## config.mk

```make
export PLATFORM = sky130hd
export DESIGN_NAME = mem_port_arbiter
export DESIGN_NICKNAME = d
export VERILOG_FILES = /design/src/rtl/mem_port_arbiter.sv
export SDC_FILE = /design/constraint.sdc
export NUM_CORES = 1
export LEC_CHECK = 0
export CAP_MARGIN = 20
export CORE_MARGIN = 2
export CORE_UTILIZATION = 35
export CTS_CLUSTER_DIAMETER = 200
export DETAILED_ROUTE_END_ITERATION = 12
export DONT_BUFFER_PORTS = 1
export GPL_ROUTABILITY_DRIVEN = 0
export HOLD_SLACK_MARGIN = 0.02
export PLACE_DENSITY = 0.52
export SYNTH_ARGS = -nofsm -noshare
export SYNTH_HDL_FRONTEND = slang
export SYNTH_SLANG_ARGS = --single-unit
```

## constraint.sdc

```tcl
create_clock -name clk -period 1.4 [get_ports clk]
set_input_delay 0.07 -clock clk [delete_from_list [all_inputs] [get_ports clk]]
set_output_delay 0.07 -clock clk [all_outputs]
set_load 0.03 [all_outputs]
```

## src/rtl/mem_port_arbiter.sv

```systemverilog
// mem_port_arbiter: two-port round-robin arbiter with bounded lock for a single-port sync memory; MEM_ARB_FIXED_PRIO_EN pins priority to port 0
module mem_port_arbiter #(
   parameter int ADDR_WIDTH = 5,
   parameter int DATA_WIDTH = 8,
   parameter int MAX_HOLD   = 4
) (
   input  logic                  clk,
   input  logic                  rst_n,
   input  logic                  p0_req,
   input  logic                  p0_we,
   input  logic                  p0_lock,
   input  logic [ADDR_WIDTH-1:0] p0_addr,
   input  logic [DATA_WIDTH-1:0] p0_wdata,
   output logic                  p0_gnt,
   output logic                  p0_rvalid,
   output logic [DATA_WIDTH-1:0] p0_rdata,
   input  logic                  p1_req,
   input  logic                  p1_we,
   input  logic                  p1_lock,
   input  logic [ADDR_WIDTH-1:0] p1_addr,
   input  logic [DATA_WIDTH-1:0] p1_wdata,
   output logic                  p1_gnt,
   output logic                  p1_rvalid,
   output logic [DATA_WIDTH-1:0] p1_rdata,
   output logic                  mem_read,
   output logic                  mem_write,
   output logic [ADDR_WIDTH-1:0] mem_addr,
   output logic [DATA_WIDTH-1:0] mem_data_in,
   input  logic [DATA_WIDTH-1:0] mem_data_out
);
   localparam int HW = $clog2(MAX_HOLD + 1);
   localparam logic [HW-1:0] HOLD_MAX = HW'(MAX_HOLD);
   typedef enum logic [1:0] {IDLE, OWN0, OWN1} state_t;
   state_t state, state_nxt, own_g;
   logic rr_ptr, rr_nxt;
   logic [HW-1:0] hold_cnt, hold_nxt;
   logic [1:0] rd_pend, rd_nxt;
   logic r0, r1, any, g, we_g, lock_g;
   logic [ADDR_WIDTH-1:0] addr_g;
   logic [DATA_WIDTH-1:0] wdata_g;
   assign r0  = p0_req & rst_n;
   assign r1  = p1_req & rst_n;
   assign any = r0 | r1;
   // pick the granted port: owner keeps it until the other side has waited MAX_HOLD grants
   always_comb begin
      g = (r0 & r1) ? rr_ptr : r1;
      if (state == OWN0 && r0) g = r1 && hold_cnt >= HOLD_MAX;
      if (state == OWN1 && r1) g = !(r0 && hold_cnt >= HOLD_MAX);
   end
   assign we_g    = g ? p1_we : p0_we;
   assign lock_g  = g ? p1_lock : p0_lock;
   assign addr_g  = g ? p1_addr : p0_addr;
   assign wdata_g = g ? p1_wdata : p0_wdata;
   assign own_g   = g ? OWN1 : OWN0;
   assign p0_gnt      = any & ~g;
   assign p1_gnt      = any & g;
   assign mem_read    = any & ~we_g;
   assign mem_write   = any & we_g;
   assign mem_addr    = any ? addr_g : '0;
   assign mem_data_in = (any & we_g) ? wdata_g : '0;
   assign p0_rvalid = rd_pend[0];
   assign p1_rvalid = rd_pend[1];
   assign p0_rdata  = rd_pend[0] ? mem_data_out : '0;
   assign p1_rdata  = rd_pend[1] ? mem_data_out : '0;
`ifdef MEM_ARB_FIXED_PRIO_EN
   assign rr_nxt = 1'b0;
`else
   assign rr_nxt = any ? ~g : rr_ptr;
`endif
   // ownership, hold counter and read-pending bookkeeping for the next cycle
   always_comb begin
      state_nxt = (any & lock_g) ? own_g : IDLE;
      hold_nxt  = !(any & lock_g) ? '0 : (state != own_g) ? HW'(1) : (hold_cnt == HOLD_MAX) ? hold_cnt : hold_cnt + 1'b1;
      rd_nxt    = {any & g & ~we_g, any & ~g & ~we_g};
   end
   // state registers, cleared asynchronously so a read in flight never reports
   always_ff @(posedge clk or negedge rst_n) begin
      if (!rst_n) begin
         state    <= IDLE;
         rr_ptr   <= 1'b0;
         hold_cnt <= '0;
         rd_pend  <= '0;
      end else begin
         state    <= state_nxt;
         rr_ptr   <= rr_nxt;
         hold_cnt <= hold_nxt;
         rd_pend  <= rd_nxt;
      end
   end
endmodule

```

==> results_dict.tcl <==
set metrics [dict create \
    netlist_instances 114 \
    p_switching_mw 0.341 \
    dp_hpwl_um 1980 \
    initial_core_util_pct 37.7 \
    num_vias 922 \
    worst_slew_pin_slew_ns 0.394 \
    grt_pass1_vias 859 \
    hold_class "primary input to asynchronous set/reset pin" \
    synth_cell_types 32 \
    worstPathMaxFanout 8 \
    h-tree-depth 1 \
    ant_nets 0 \
    insertion_delay_ns 0.26 \
    chipWidth_um 53.3 \
    arrival_ns 1.85 \
    drv_slew 0 \
    cts_root_buffer "clkbuf_4" \
    status "complete, but fails checks" \
    endpoint "mem_data_in[4]" \
    timing.rr.start "state[0]$_DFF_PN0_" \
    track_usage_pct 18.0 \
    grt_overflow 0 \
    cts_tree "built" \
    p_int_mw 0.517 \
    coreArea_mm2 0.00225 \
    pwr-share-comb_pct 47.4 \
    end_kind "primary output" \
    final_area_mm2 0.00134 \
    placed_area_mm2 0.00119 \
    io_pins 77 \
    ys_ff_latch 8 \
    clk_pin_slew_worst_paths_ns 0.06 \
    cp-start-kind "flop" \
    fin_hold_ws_ns 0.170 \
    antenna_found_initial 0 \
    synth_area_leaders "dfrtp_1 24%, and2_1 12%, mux2i_1 12%" \
    power_frac_seq_pct 29.9 \
    finalSetupViolCount 25 \
    swShare_pct 39.7 \
    wl_per_cell_um 16.1 \
    synth_area_per_cell_um2 7.45 \
    rr_worst_depth 7 \
    cts_sinks 8 \
    nNetsFinal 179 \
    pwr_density_cell_mw_per_mm2 643 \
    dr.pass1.iters 2 \
    ys_seq_area_share_pct 23.6 \
    numPlacedInstances 149 \
    timing.rr.end "hold_cnt[0]$_DFFE_PN0P_" \
    r2r_slack_ns -0.31 \
    wl_um 2610 \
    die_area_mm2 0.00284 \
    fin_ws_ns -0.516 \
    drive_gt1_share_pct 38.1 \
    worst_ep_required_time_ns 1.33 \
    min_period_ns 1.92 \
    p_leak_nw 0.527 \
    drv.max_cap_violation_count 0 \
    syn_nets 158 \
    rows 17 \
    rsz0062_at_grt "yes" \
    final_hold_viol_count 0 \
    finClkSkew_ns 0.00147 \
    netlist_area_um2 850 \
    relSlewSlack_pct 73.6 \
    syn2layout_area_growth_pct 57.1 \
    yosys.area.top_type "dfrtp_1" \
    fin_crit_sh_pct 137 \
    portBuffers 0 \
    worstSetupPathType "flop to primary output" \
    post-route-drc-count 0 \
    drt_iter0_markers 13 \
    diodes 0 \
    utilization_pct 59.2 \
    violations "setup timing" \
    clk_path_buf_depth 2 \
    grt_pass1_wl_um 3710 \
    yosys_warnings 0 \
    max_freq_mhz 522 \
    p_clk_share_pct 22.7 \
    cts_made_buffers 3 \
    cp-startpoint "state[1]$_DFF_PN0_" \
    netlist.area_leader.share_pct 23.6 \
    grt_max_degree 11 \
    die_h_um 53.3 \
    ir_drop_mv 0.457 \
    via_per_inst 5.69 \
    finalNonFillerCells 162 \
]
-- power by group through the flow --
stage / Combinational, mW / Sequential (mW) / Clock [mW]
finish: 0.407 / 0.256 / 0.195
global route: 0.432 / 0.258 / 0.217
CTS: 0.394 / 0.256 / 0.199
detailed placement: 0.371 / 0.261 / 0
global placement: 0.369 / 0.259 / 0
floorplan: 0.317 / 0.262 / 0
-- Yosys cell counts --
library cell	n
a211o_1	1
a211oi_1	1
a21oi_1	3
and2_1	16
and3_1	1
and3b_1	1
buf_1	1
buf_2	2
buf_4	1
clkbuf_1	3
dfrtp_1	8
ha_1	2
inv_1	3
inv_2	1
mux2i_1	10
nand2_1	16
nand2_2	1
nand2b_1	2
nand3_1	15
nand3b_1	1
nor2_1	5
nor3_1	3
nor4bb_2	1
o211a_1	1
o211ai_1	2
o21a_1	1
o21ai_0	3
o21ai_1	5
o21bai_1	1
o31a_1	1
o31ai_4	1
xnor2_1	1
-- state kept, by name, indices dropped and copies added (netlist names) --
signal / flops
state: 2
rr_ptr: 1
hold_cnt: 3
rd_pend: 2
-- metrics by stage --
step	setup TNS [ns]	setup slack (ns)	total power, mW
final	-9.31	-0.516	0.858
after global routing	-11.48	-0.614	0.907
after CTS	-8.40	-0.491	0.849
after detailed placement	-4.10	-0.259	0.631
after global placement	-3.25	-0.221	0.628
after floorplan	-3.54	-0.235	0.579
-- metal layers --
metal | vias to the layer above | track usage [%] | part of all wire (%) | wire length [um]
li1 | 435 | - | - | -
met1 | 438 | 20.1 | 38 | 1000
met2 | 45 | 33.1 | 51 | 1340
met3 | 4 | 3.67 | 9.0 | 234
met4 | 0 | 6.41 | 1.2 | 31
met5 | - | 0 | 0 | 0
-- kinds of logic (layout without fill, tap and decap cells) --
group / Yosys count / after routing / synth area share [%]
AND/OR/NAND/NOR: 62 / 62 / 38.4
AO/OA/AOI/OAI: 20 / 20 / 16.6
buffers and inverters: 11 / 31 / 5.60
multiplexers: 10 / 10 / 11.8
flip-flops: 8 / 8 / 23.6
adder cells (fa/ha/maj): 2 / 2 / 2.95
XOR/XNOR: 1 / 1 / 1.03
-- final cells by class --
class                           instances  area (um^2)
Timing Repair Buffer                   23          238
Inverter                                4         15.0
Multi-Input combinational cell         95          820
Sequential cell                         8          201
Tap cell                               28         35.0
Clock buffer                            4         26.3
Fill cell                             198          920
-- worst min-delay path by stage --
stage	from	to	slack, ns
CTS	rst_n	hold_cnt[2]$_DFFE_PN0P_	0.17
detailed placement	rst_n	hold_cnt[1]$_DFFE_PN0P_	-0.23
global route	rst_n	rd_pend[0]$_DFF_PN0_	0.19
finish	rst_n	hold_cnt[2]$_DFFE_PN0P_	0.17
global placement	rst_n	hold_cnt[0]$_DFFE_PN0P_	-0.23
floorplan	rst_n	hold_cnt[0]$_DFFE_PN0P_	-0.23
-- placed cells by master, fill, tap and decap left out, drive strengths merged, types with 2 or more instances in the layout --
| cell | n |
|---|---|
| nand2b | 2 |
| and2 | 16 |
| mux2i | 10 |
| dfrtp | 8 |
| nor2 | 5 |
| dlygate4sd3 | 5 |
| nor3 | 3 |
| o211ai | 2 |
| nand3 | 15 |
| a21oi | 3 |
| nand2 | 17 |
| buf | 18 |
| inv | 4 |
| o21ai | 8 |
| clkbuf | 4 |
| ha | 2 |
-- worst max-delay path, cell delays in order, from the launching register on --
cell	delay [ns]
dfrtp_2	0.44
nor4bb_4	0.37
o31ai_4	0.10
nand2_2	0.13
buf_12	0.18
mux2i_4	0.37
-- timing repair --
item,in CTS,in global routing
setup buffers,2,2
pin swaps,4,2
endpoints found under the setup margin,23,25
hold buffers,5,0
cloned,0,0
gates resized for setup,3,8
hold endpoints to repair,13,0
No activity file was read; power rests on OpenSTA's default activity.
